**src/rtl/comp_fetch_ctrl_if.sv**
```systemverilog
`timescale 1ns/1ps
`default_nettype none
// ============================================================================
//  Module      : comp_fetch_ctrl_if
//  Description : Bundle of the processor fetch port, the compressed-cache
//                lookup and fill ports, the regular icache port and the
//                dictionary lookup ports used by comp_fetch_ctrl.
//                master = controller view, slave = environment view.
//  Revision    : 1.0 - initial release
// ============================================================================
interface comp_fetch_ctrl_if #(
    parameter int K1_W = 3,
    parameter int K2_W = 8,
    parameter int K3_W = 5
);
    localparam int KW = K1_W + K2_W + K3_W;

    // Processor fetch port
    logic          proc_valid;
    logic          proc_ready;
    logic [31:0]   proc_addr;
    logic [31:0]   proc_rdata;

    // Compressed-cache lookup
    logic          cc_valid;
    logic [31:0]   cc_addr;
    logic          cc_ready;
    logic          cc_hit;
    logic [KW-1:0] cc_rdata;

    // Regular icache
    logic          ic_valid;
    logic [31:0]   ic_addr;
    logic          ic_ready;
    logic [31:0]   ic_rdata;

    // Compressed-cache fill
    logic          cc_wr_valid;
    logic [31:0]   cc_wr_addr;
    logic [KW-1:0] cc_wr_data;
    logic          cc_wr_ready;

    // Dictionary: decompress (key -> instruction) and compress (instruction -> key)
    logic [KW-1:0] dict_rd_key;
    logic [31:0]   dict_rd_val;
    logic [31:0]   dict_cmp_val;
    logic [KW-1:0] dict_cmp_key;
    logic [2:0]    dict_cmp_hit;

    modport master (
        input  proc_valid, proc_addr,
        output proc_ready, proc_rdata,
        output cc_valid, cc_addr,
        input  cc_ready, cc_hit, cc_rdata,
        output ic_valid, ic_addr,
        input  ic_ready, ic_rdata,
        output cc_wr_valid, cc_wr_addr, cc_wr_data,
        input  cc_wr_ready,
        output dict_rd_key,
        input  dict_rd_val,
        output dict_cmp_val,
        input  dict_cmp_key, dict_cmp_hit
    );

    modport slave (
        output proc_valid, proc_addr,
        input  proc_ready, proc_rdata,
        input  cc_valid, cc_addr,
        output cc_ready, cc_hit, cc_rdata,
        input  ic_valid, ic_addr,
        output ic_ready, ic_rdata,
        input  cc_wr_valid, cc_wr_addr, cc_wr_data,
        output cc_wr_ready,
        input  dict_rd_key,
        output dict_rd_val,
        input  dict_cmp_val,
        output dict_cmp_key, dict_cmp_hit
    );
endinterface
`default_nettype wire

```
**src/rtl/comp_fetch_ctrl.sv**
```systemverilog
`timescale 1ns/1ps
`default_nettype none
// ============================================================================
//  Module      : comp_fetch_ctrl
//  Description : Instruction fetch controller in front of a compressed cache.
//                A fetch first looks up the compressed cache; a hit is
//                expanded through the dictionary, a miss is served by the
//                regular icache. A missed instruction whose three fields all
//                exist in the dictionary is written back in compressed form.
//  Build macro : COMP_CTRL_FILL_EN - when defined, enables the compressed
//                cache write-back (FILL state). When undefined the fill port
//                is tied to zero and every response returns to IDLE.
//  Revision    : 1.0 - initial release
// ============================================================================
module comp_fetch_ctrl #(
    parameter int F1_W = 7,
    parameter int F2_W = 15,
    parameter int K1_W = 3,
    parameter int K2_W = 8,
    parameter int K3_W = 5
) (
    input  logic              clk,
    input  logic              reset,
    comp_fetch_ctrl_if.master bus
);

    localparam int F3_W = 32 - F1_W - F2_W;
    localparam int KW   = K1_W + K2_W + K3_W;

    typedef enum logic [2:0] {
        S_IDLE   = 3'd0,
        S_CC_REQ = 3'd1,
        S_DECOMP = 3'd2,
        S_IC_REQ = 3'd3,
        S_RESP   = 3'd4
`ifdef COMP_CTRL_FILL_EN
        ,
        S_FILL   = 3'd5
`endif
    } state_t;

    state_t        r_state;
    state_t        w_next_state;

    logic [31:0]   r_addr;      // address of the fetch in flight
    logic [KW-1:0] r_ckey;      // compressed word returned on a cache hit
    logic [31:0]   r_rdata;     // instruction returned to the processor

    logic          w_accept;
    logic          w_cc_done;
    logic          w_ic_done;

    // Instruction split into its three dictionary fields (field1 in the MSBs)
    logic [F1_W-1:0] w_f1;
    logic [F2_W-1:0] w_f2;
    logic [F3_W-1:0] w_f3;

    assign w_accept  = (r_state == S_IDLE)   && bus.proc_valid;
    assign w_cc_done = (r_state == S_CC_REQ) && bus.cc_ready;
    assign w_ic_done = (r_state == S_IC_REQ) && bus.ic_ready;

    assign w_f1 = bus.ic_rdata[31 -: F1_W];
    assign w_f2 = bus.ic_rdata[F3_W +: F2_W];
    assign w_f3 = bus.ic_rdata[F3_W-1:0];

`ifdef COMP_CTRL_FILL_EN
    logic [KW-1:0] r_wkey;      // compressed form of the missed instruction
    logic          r_cmpok;     // every field of the missed instruction hit
    logic          r_from_ic;   // current response was served by the icache
    logic          w_fill_done;

    assign w_fill_done = (r_state == S_FILL) && bus.cc_wr_ready;
`endif

    // State register; reset returns to IDLE immediately
    always_ff @(posedge clk or posedge reset) begin
        if (reset) begin
            r_state <= S_IDLE;
        end else begin
            r_state <= w_next_state;
        end
    end

    // Next-state logic; every request state waits for its own ready only
    always_comb begin
        w_next_state = r_state;
        case (r_state)
            S_IDLE: begin
                if (bus.proc_valid) begin
                    w_next_state = S_CC_REQ;
                end
            end
            S_CC_REQ: begin
                if (bus.cc_ready) begin
                    w_next_state = bus.cc_hit ? S_DECOMP : S_IC_REQ;
                end
            end
            S_DECOMP: begin
                w_next_state = S_RESP;
            end
            S_IC_REQ: begin
                if (bus.ic_ready) begin
                    w_next_state = S_RESP;
                end
            end
            S_RESP: begin
`ifdef COMP_CTRL_FILL_EN
                // Only icache-served instructions are worth writing back
                w_next_state = (r_cmpok && r_from_ic) ? S_FILL : S_IDLE;
`else
                w_next_state = S_IDLE;
`endif
            end
`ifdef COMP_CTRL_FILL_EN
            S_FILL: begin
                if (bus.cc_wr_ready) begin
                    w_next_state = S_IDLE;
                end
            end
`endif
            default: begin
                w_next_state = S_IDLE;
            end
        endcase
    end

    // Transaction datapath: address, compressed word and returned instruction
    always_ff @(posedge clk or posedge reset) begin
        if (reset) begin
            r_addr  <= '0;
            r_ckey  <= '0;
            r_rdata <= '0;
        end else begin
            if (w_accept) begin
                r_addr <= bus.proc_addr;
            end
            if (w_cc_done && bus.cc_hit) begin
                r_ckey <= bus.cc_rdata;
            end
            // proc_rdata only changes on the cycle that leads into RESP
            if (r_state == S_DECOMP) begin
                r_rdata <= bus.dict_rd_val;
            end else if (w_ic_done) begin
                r_rdata <= bus.ic_rdata;
            end
        end
    end

`ifdef COMP_CTRL_FILL_EN
    // Write-back bookkeeping captured when the icache answers
    always_ff @(posedge clk or posedge reset) begin
        if (reset) begin
            r_wkey    <= '0;
            r_cmpok   <= 1'b0;
            r_from_ic <= 1'b0;
        end else begin
            if (w_accept) begin
                // A new fetch must not inherit a stale write-back decision
                r_cmpok   <= 1'b0;
                r_from_ic <= 1'b0;
            end else if (w_ic_done) begin
                r_wkey    <= bus.dict_cmp_key;
                r_cmpok   <= &bus.dict_cmp_hit;
                r_from_ic <= 1'b1;
            end
        end
    end

    assign bus.cc_wr_valid = (r_state == S_FILL);
    assign bus.cc_wr_addr  = (r_state == S_FILL) ? r_addr : '0;
    assign bus.cc_wr_data  = (r_state == S_FILL) ? r_wkey : '0;
`else
    // The compress result and fill handshake have no consumer in this build
    logic w_unused_fill_inputs;
    assign w_unused_fill_inputs = ^{bus.dict_cmp_key, bus.dict_cmp_hit, bus.cc_wr_ready};

    assign bus.cc_wr_valid = 1'b0;
    assign bus.cc_wr_addr  = '0;
    assign bus.cc_wr_data  = '0;
`endif

    // Request outputs are decoded from state so they drop with reset at once
    assign bus.proc_ready   = (r_state == S_RESP);
    assign bus.proc_rdata   = r_rdata;
    assign bus.cc_valid     = (r_state == S_CC_REQ);
    assign bus.cc_addr      = (r_state == S_CC_REQ) ? r_addr : '0;
    assign bus.ic_valid     = (r_state == S_IC_REQ);
    assign bus.ic_addr      = (r_state == S_IC_REQ) ? r_addr : '0;
    assign bus.dict_rd_key  = (r_state == S_DECOMP) ? r_ckey : '0;
    assign bus.dict_cmp_val = (r_state == S_IC_REQ) ? {w_f1, w_f2, w_f3} : '0;

endmodule
`default_nettype wire

```
**src/flat_wrapper.sv**
```systemverilog
// flat-port wrapper written by rule: the top's interface ports become plain ports
module comp_fetch_ctrl_flat 
#(
    parameter int F1_W = 7,
    parameter int F2_W = 15,
    parameter int K1_W = 3,
    parameter int K2_W = 8,
    parameter int K3_W = 5
)
  (clk, reset, bus_proc_valid, bus_proc_addr, bus_proc_ready, bus_proc_rdata, bus_cc_valid, bus_cc_addr, bus_cc_ready, bus_cc_hit, bus_cc_rdata, bus_ic_valid, bus_ic_addr, bus_ic_ready, bus_ic_rdata, bus_cc_wr_valid, bus_cc_wr_addr, bus_cc_wr_data, bus_cc_wr_ready, bus_dict_rd_key, bus_dict_rd_val, bus_dict_cmp_val, bus_dict_cmp_key, bus_dict_cmp_hit);
  comp_fetch_ctrl_if #(.K1_W(K1_W), .K2_W(K2_W), .K3_W(K3_W)) bus_i ();
  input  logic clk;
  input  logic reset;
  input wire logic [$bits(bus_i.proc_valid)-1:0] bus_proc_valid;
  input wire logic [$bits(bus_i.proc_addr)-1:0] bus_proc_addr;
  output wire logic [$bits(bus_i.proc_ready)-1:0] bus_proc_ready;
  output wire logic [$bits(bus_i.proc_rdata)-1:0] bus_proc_rdata;
  output wire logic [$bits(bus_i.cc_valid)-1:0] bus_cc_valid;
  output wire logic [$bits(bus_i.cc_addr)-1:0] bus_cc_addr;
  input wire logic [$bits(bus_i.cc_ready)-1:0] bus_cc_ready;
  input wire logic [$bits(bus_i.cc_hit)-1:0] bus_cc_hit;
  input wire logic [$bits(bus_i.cc_rdata)-1:0] bus_cc_rdata;
  output wire logic [$bits(bus_i.ic_valid)-1:0] bus_ic_valid;
  output wire logic [$bits(bus_i.ic_addr)-1:0] bus_ic_addr;
  input wire logic [$bits(bus_i.ic_ready)-1:0] bus_ic_ready;
  input wire logic [$bits(bus_i.ic_rdata)-1:0] bus_ic_rdata;
  output wire logic [$bits(bus_i.cc_wr_valid)-1:0] bus_cc_wr_valid;
  output wire logic [$bits(bus_i.cc_wr_addr)-1:0] bus_cc_wr_addr;
  output wire logic [$bits(bus_i.cc_wr_data)-1:0] bus_cc_wr_data;
  input wire logic [$bits(bus_i.cc_wr_ready)-1:0] bus_cc_wr_ready;
  output wire logic [$bits(bus_i.dict_rd_key)-1:0] bus_dict_rd_key;
  input wire logic [$bits(bus_i.dict_rd_val)-1:0] bus_dict_rd_val;
  output wire logic [$bits(bus_i.dict_cmp_val)-1:0] bus_dict_cmp_val;
  input wire logic [$bits(bus_i.dict_cmp_key)-1:0] bus_dict_cmp_key;
  input wire logic [$bits(bus_i.dict_cmp_hit)-1:0] bus_dict_cmp_hit;
  assign bus_i.proc_valid = bus_proc_valid;
  assign bus_i.proc_addr = bus_proc_addr;
  assign bus_proc_ready = bus_i.proc_ready;
  assign bus_proc_rdata = bus_i.proc_rdata;
  assign bus_cc_valid = bus_i.cc_valid;
  assign bus_cc_addr = bus_i.cc_addr;
  assign bus_i.cc_ready = bus_cc_ready;
  assign bus_i.cc_hit = bus_cc_hit;
  assign bus_i.cc_rdata = bus_cc_rdata;
  assign bus_ic_valid = bus_i.ic_valid;
  assign bus_ic_addr = bus_i.ic_addr;
  assign bus_i.ic_ready = bus_ic_ready;
  assign bus_i.ic_rdata = bus_ic_rdata;
  assign bus_cc_wr_valid = bus_i.cc_wr_valid;
  assign bus_cc_wr_addr = bus_i.cc_wr_addr;
  assign bus_cc_wr_data = bus_i.cc_wr_data;
  assign bus_i.cc_wr_ready = bus_cc_wr_ready;
  assign bus_dict_rd_key = bus_i.dict_rd_key;
  assign bus_i.dict_rd_val = bus_dict_rd_val;
  assign bus_dict_cmp_val = bus_i.dict_cmp_val;
  assign bus_i.dict_cmp_key = bus_dict_cmp_key;
  assign bus_i.dict_cmp_hit = bus_dict_cmp_hit;
  comp_fetch_ctrl #(.F1_W(F1_W), .F2_W(F2_W), .K1_W(K1_W), .K2_W(K2_W), .K3_W(K3_W)) u_core (.clk(clk), .reset(reset), .bus(bus_i));
endmodule
```
**config.mk**
```make
export PLATFORM = sky130hd
export DESIGN_NAME = comp_fetch_ctrl_flat
export DESIGN_NICKNAME = d
export VERILOG_FILES = /design/src/rtl/comp_fetch_ctrl_if.sv /design/src/rtl/comp_fetch_ctrl.sv /design/src/flat_wrapper.sv
export SDC_FILE = /design/constraint.sdc
export NUM_CORES = 1
export LEC_CHECK = 0
export CORE_AREA = 2 2 130 132
export DETAILED_ROUTE_END_ITERATION = 6
export DIE_AREA = 0 0 132 134
export PLACE_DENSITY = 0.71
export SLEW_MARGIN = 10
export SYNTH_ARGS = -nofsm -noshare
export SYNTH_HDL_FRONTEND = slang
export SYNTH_SLANG_ARGS = --single-unit
```
**constraint.sdc**
```tcl
create_clock -name clk -period 2.7 [get_ports clk]
set_input_delay 0.675 -clock clk [delete_from_list [all_inputs] [get_ports clk]]
set_output_delay 0.675 -clock clk [all_outputs]
set_load 0.1 [all_outputs]
```
==> results <==
==> cells in the final DEF, fill, tap and decap left out, types with 3 or more instances in the layout <==
| cell | count |
|---|---|
| mux2_2 | 48 |
| dfrtp_1 | 82 |
| and2_1 | 94 |
| o22ai_1 | 64 |
| inv_1 | 3 |
| clkbuf_1 | 4 |
| buf_4 | 42 |
| clkdlybuf4s50_1 | 117 |
| buf_12 | 117 |
| conb_1 | 49 |
| a21oi_1 | 35 |
| nand2b_1 | 3 |
| nand2_1 | 3 |
| and2_2 | 18 |
| clkbuf_16 | 9 |
==> metrics by stage <==
step	instances	instance area, um^2	hold slack [ns]	setup WS (ns)
2_1_floorplan	497	4771	0.4704	0.1223
3_3_place_gp	908	8364	0.4779	0.4387
3_5_place_dp	908	8364	0.4846	0.4173
4_1_cts	924	8653	0.4985	0.04183
5_1_grt	924	8655	0.5134	0.03257
6_report	924	8655	0.4948	0.1547
==> synth_stat cells <==
cell / n
nor2_1: 3
nand3b_1: 1
nor4b_2: 1
buf_4: 49
dfrtp_1: 83
clkbuf_1: 30
or3b_2: 1
conb_1: 1
buf_2: 3
nand2b_4: 1
buf_6: 3
a311oi_1: 1
nand2b_1: 3
a21oi_1: 35
nor3b_1: 1
or3_1: 1
o22ai_1: 64
mux2_2: 48
inv_1: 4
nand2_1: 3
and2_1: 112
nor2b_1: 1
==> final timing paths <==
check / startpoint / to / slack (ns) / depth (start not counted)
worst max-delay path: u_core.r_state[2]$_DFFE_PP0P_ / bus_cc_addr[0] / 0.15 / 5
worst min-delay path: u_core.r_ckey[8]$_DFFE_PP0P_ / u_core.r_ckey[8]$_DFFE_PP0P_ / 0.49 / 1
worst max register to register: u_core.r_state[0]$_DFFE_PP0P_ / u_core.bus.proc_rdata[3]$_DFFE_PP0P_ / 0.67 / 4
worst min register to register: u_core.r_ckey[8]$_DFFE_PP0P_ / u_core.r_ckey[8]$_DFFE_PP0P_ / 0.49 / 1
max in group asynchronous: reset / u_core.r_addr[26]$_DFFE_PP0P_ / 1.42 / 3
min in group asynchronous: reset / u_core.r_state[1]$_DFFE_PP0P_ / 0.85 / 3
==> registers in the layout, summed over array words and instances, names as in the netlist <==
register	flops
u_core.bus.proc_rdata	32
u_core.r_addr	32
u_core.r_ckey	16
u_core.r_state	3
==> layer usage <==
| layer | up-vias | GRT usage [%] |
|---|---|---|
| li1 | 1963 | - |
| met1 | 1944 | 17.99 |
| met2 | 201 | 29.66 |
| met3 | 22 | 5.253 |
| met4 | 0 | 6.220 |
| met5 | - | 0 |
==> logic make-up after synthesis <==
family | share of synthesized area, %
compound gates | 12.82
other cells | 0.08229
mux | 11.86
simple gates | 17.71
buf+inv | 11.94
flops | 45.58
==> cell type report <==
cell class | count | area, um^2
clock inverter | 2 | 35.03
tap | 220 | 275.3
fill | 1448 | 7635
inverter | 4 | 18.77
timing repair buffer | 276 | 3829
multi-input combinational | 325 | 2165
clock buffer | 14 | 254.0
sequential | 83 | 2078
==> results.py <==
metrics = {
    "status": {
        "status": "finished, final reports clean",
    },
    "clock_tree": {
        "cts_setup_buffers": 0,
        "clk_latency_ns": 0.33,
        "cts_sinks": 83,
        "ctsHoldBuffers": 0,
        "cts_tree": "done",
        "h-tree-depth": 3,
        "path_clk_slew_ns": 0.06,
        "clk_path_buf_depth": 2,
        "cts_made_buffers": 9,
        "cts-root-buf": "clkbuf_16",
        "cts_resized": 0,
    },
    "routing": {
        "drt_first_iter_violations": 148,
        "ant_nets": 0,
        "first_pass_iters": 5,
        "wire_per_inst_um": 15.85,
        "viasPerCell": 4.470,
        "wl_met1_um": 5549,
        "via_count": 4130,
        "route.detailed.drc": 0,
        "wl_met2_um": 7617,
        "wl_met3_um": 1133,
        "wirelength_um": 14650,
        "top_layer": "met4",
    },
    "worst_setup_path": {
        "cp_cell_sequence": "nand2b_4 -> nor2_2 -> buf_4 -> and2_1 -> buf_12",
        "worstPathArrival_ns": 1.87,
        "cp_data_required_time_ns": 2.03,
        "cp_top_family": "simple AND/OR/NAND/NOR gates",
        "worst-setup-path-type": "register to primary output",
        "crit_path_max_incr_delay_ns": 0.48,
        "crit_path_start_kind": "register",
        "critPathMaxFanout": 33,
        "end_kind": "primary output",
        "slowest_stage": "dfrtp_1",
        "path_buf_inv": 2,
    },
    "yosys": {
        "ys_seq_elements": 83,
        "synth.area.top_cells": "dfrtp_1 (46%), and2_1 (15%), mux2_2 (12%)",
        "synthCells": 449,
        "yosys.cell_types.count": 22,
        "synth_seq_area_share_pct": 45.58,
        "syn_area_um2": 4557,
        "synth_warnings": 0,
        "synth_top_area_cell": "dfrtp_1",
        "synth_top_area_share_pct": 45.58,
        "syn_avg_cell_area_um2": 10.15,
    },
    "sta": {
        "tightest_slew_ns": 0.7379,
        "fin_crit_sh_pct": 94.27,
        "setup_tns_ns": 0,
        "rsz0062_at_grt": "false",
        "fmax_mhz": 392.9,
        "finalMaxSlewViolations": 0,
        "skew_ns": 0.009250,
        "setup_viol": 0,
        "relSlewSlack_pct": 50.81,
        "hold_viol": 0,
        "fin_crit_ns": 2.545,
    },
    "placement": {
        "io_buffers": 264,
        "place_congestion": 0.7552,
        "dpl.hpwl_um": 11180,
    },
    "run": {
        "maxCapViolCount": 0,
    },
    "die": {
        "core_area_um2": 16290,
        "fp.dieW_um": 132,
        "pin_count": 334,
        "die_area_um2": 17690,
        "die_h_um": 134,
        "start_util_pct": 27.97,
        "rows": 47,
    },
    "global_route": {
        "first_global_vias": 4226,
        "grt_max_degree": 45,
        "grt_pass1_wl_um": 22980,
        "grt_antenna_before_repair": 0,
        "grt.overflow.total": 0,
        "grt_use_total_pct": 16.42,
    },
    "layout": {
        "areaGrowthSynthToFinish_pct": 89.92,
        "num_antenna_cells": 0,
        "nets": 837,
        "drive_gt1_share_pct": 34.94,
        "post-route-util_pct": 53.13,
    },
    "min_path": {
        "hold_class": "register to register",
    },
}
Power of run 1 is not shown: default switching activity piles up to over one toggle a cycle in this logic, so the estimate is an artifact.
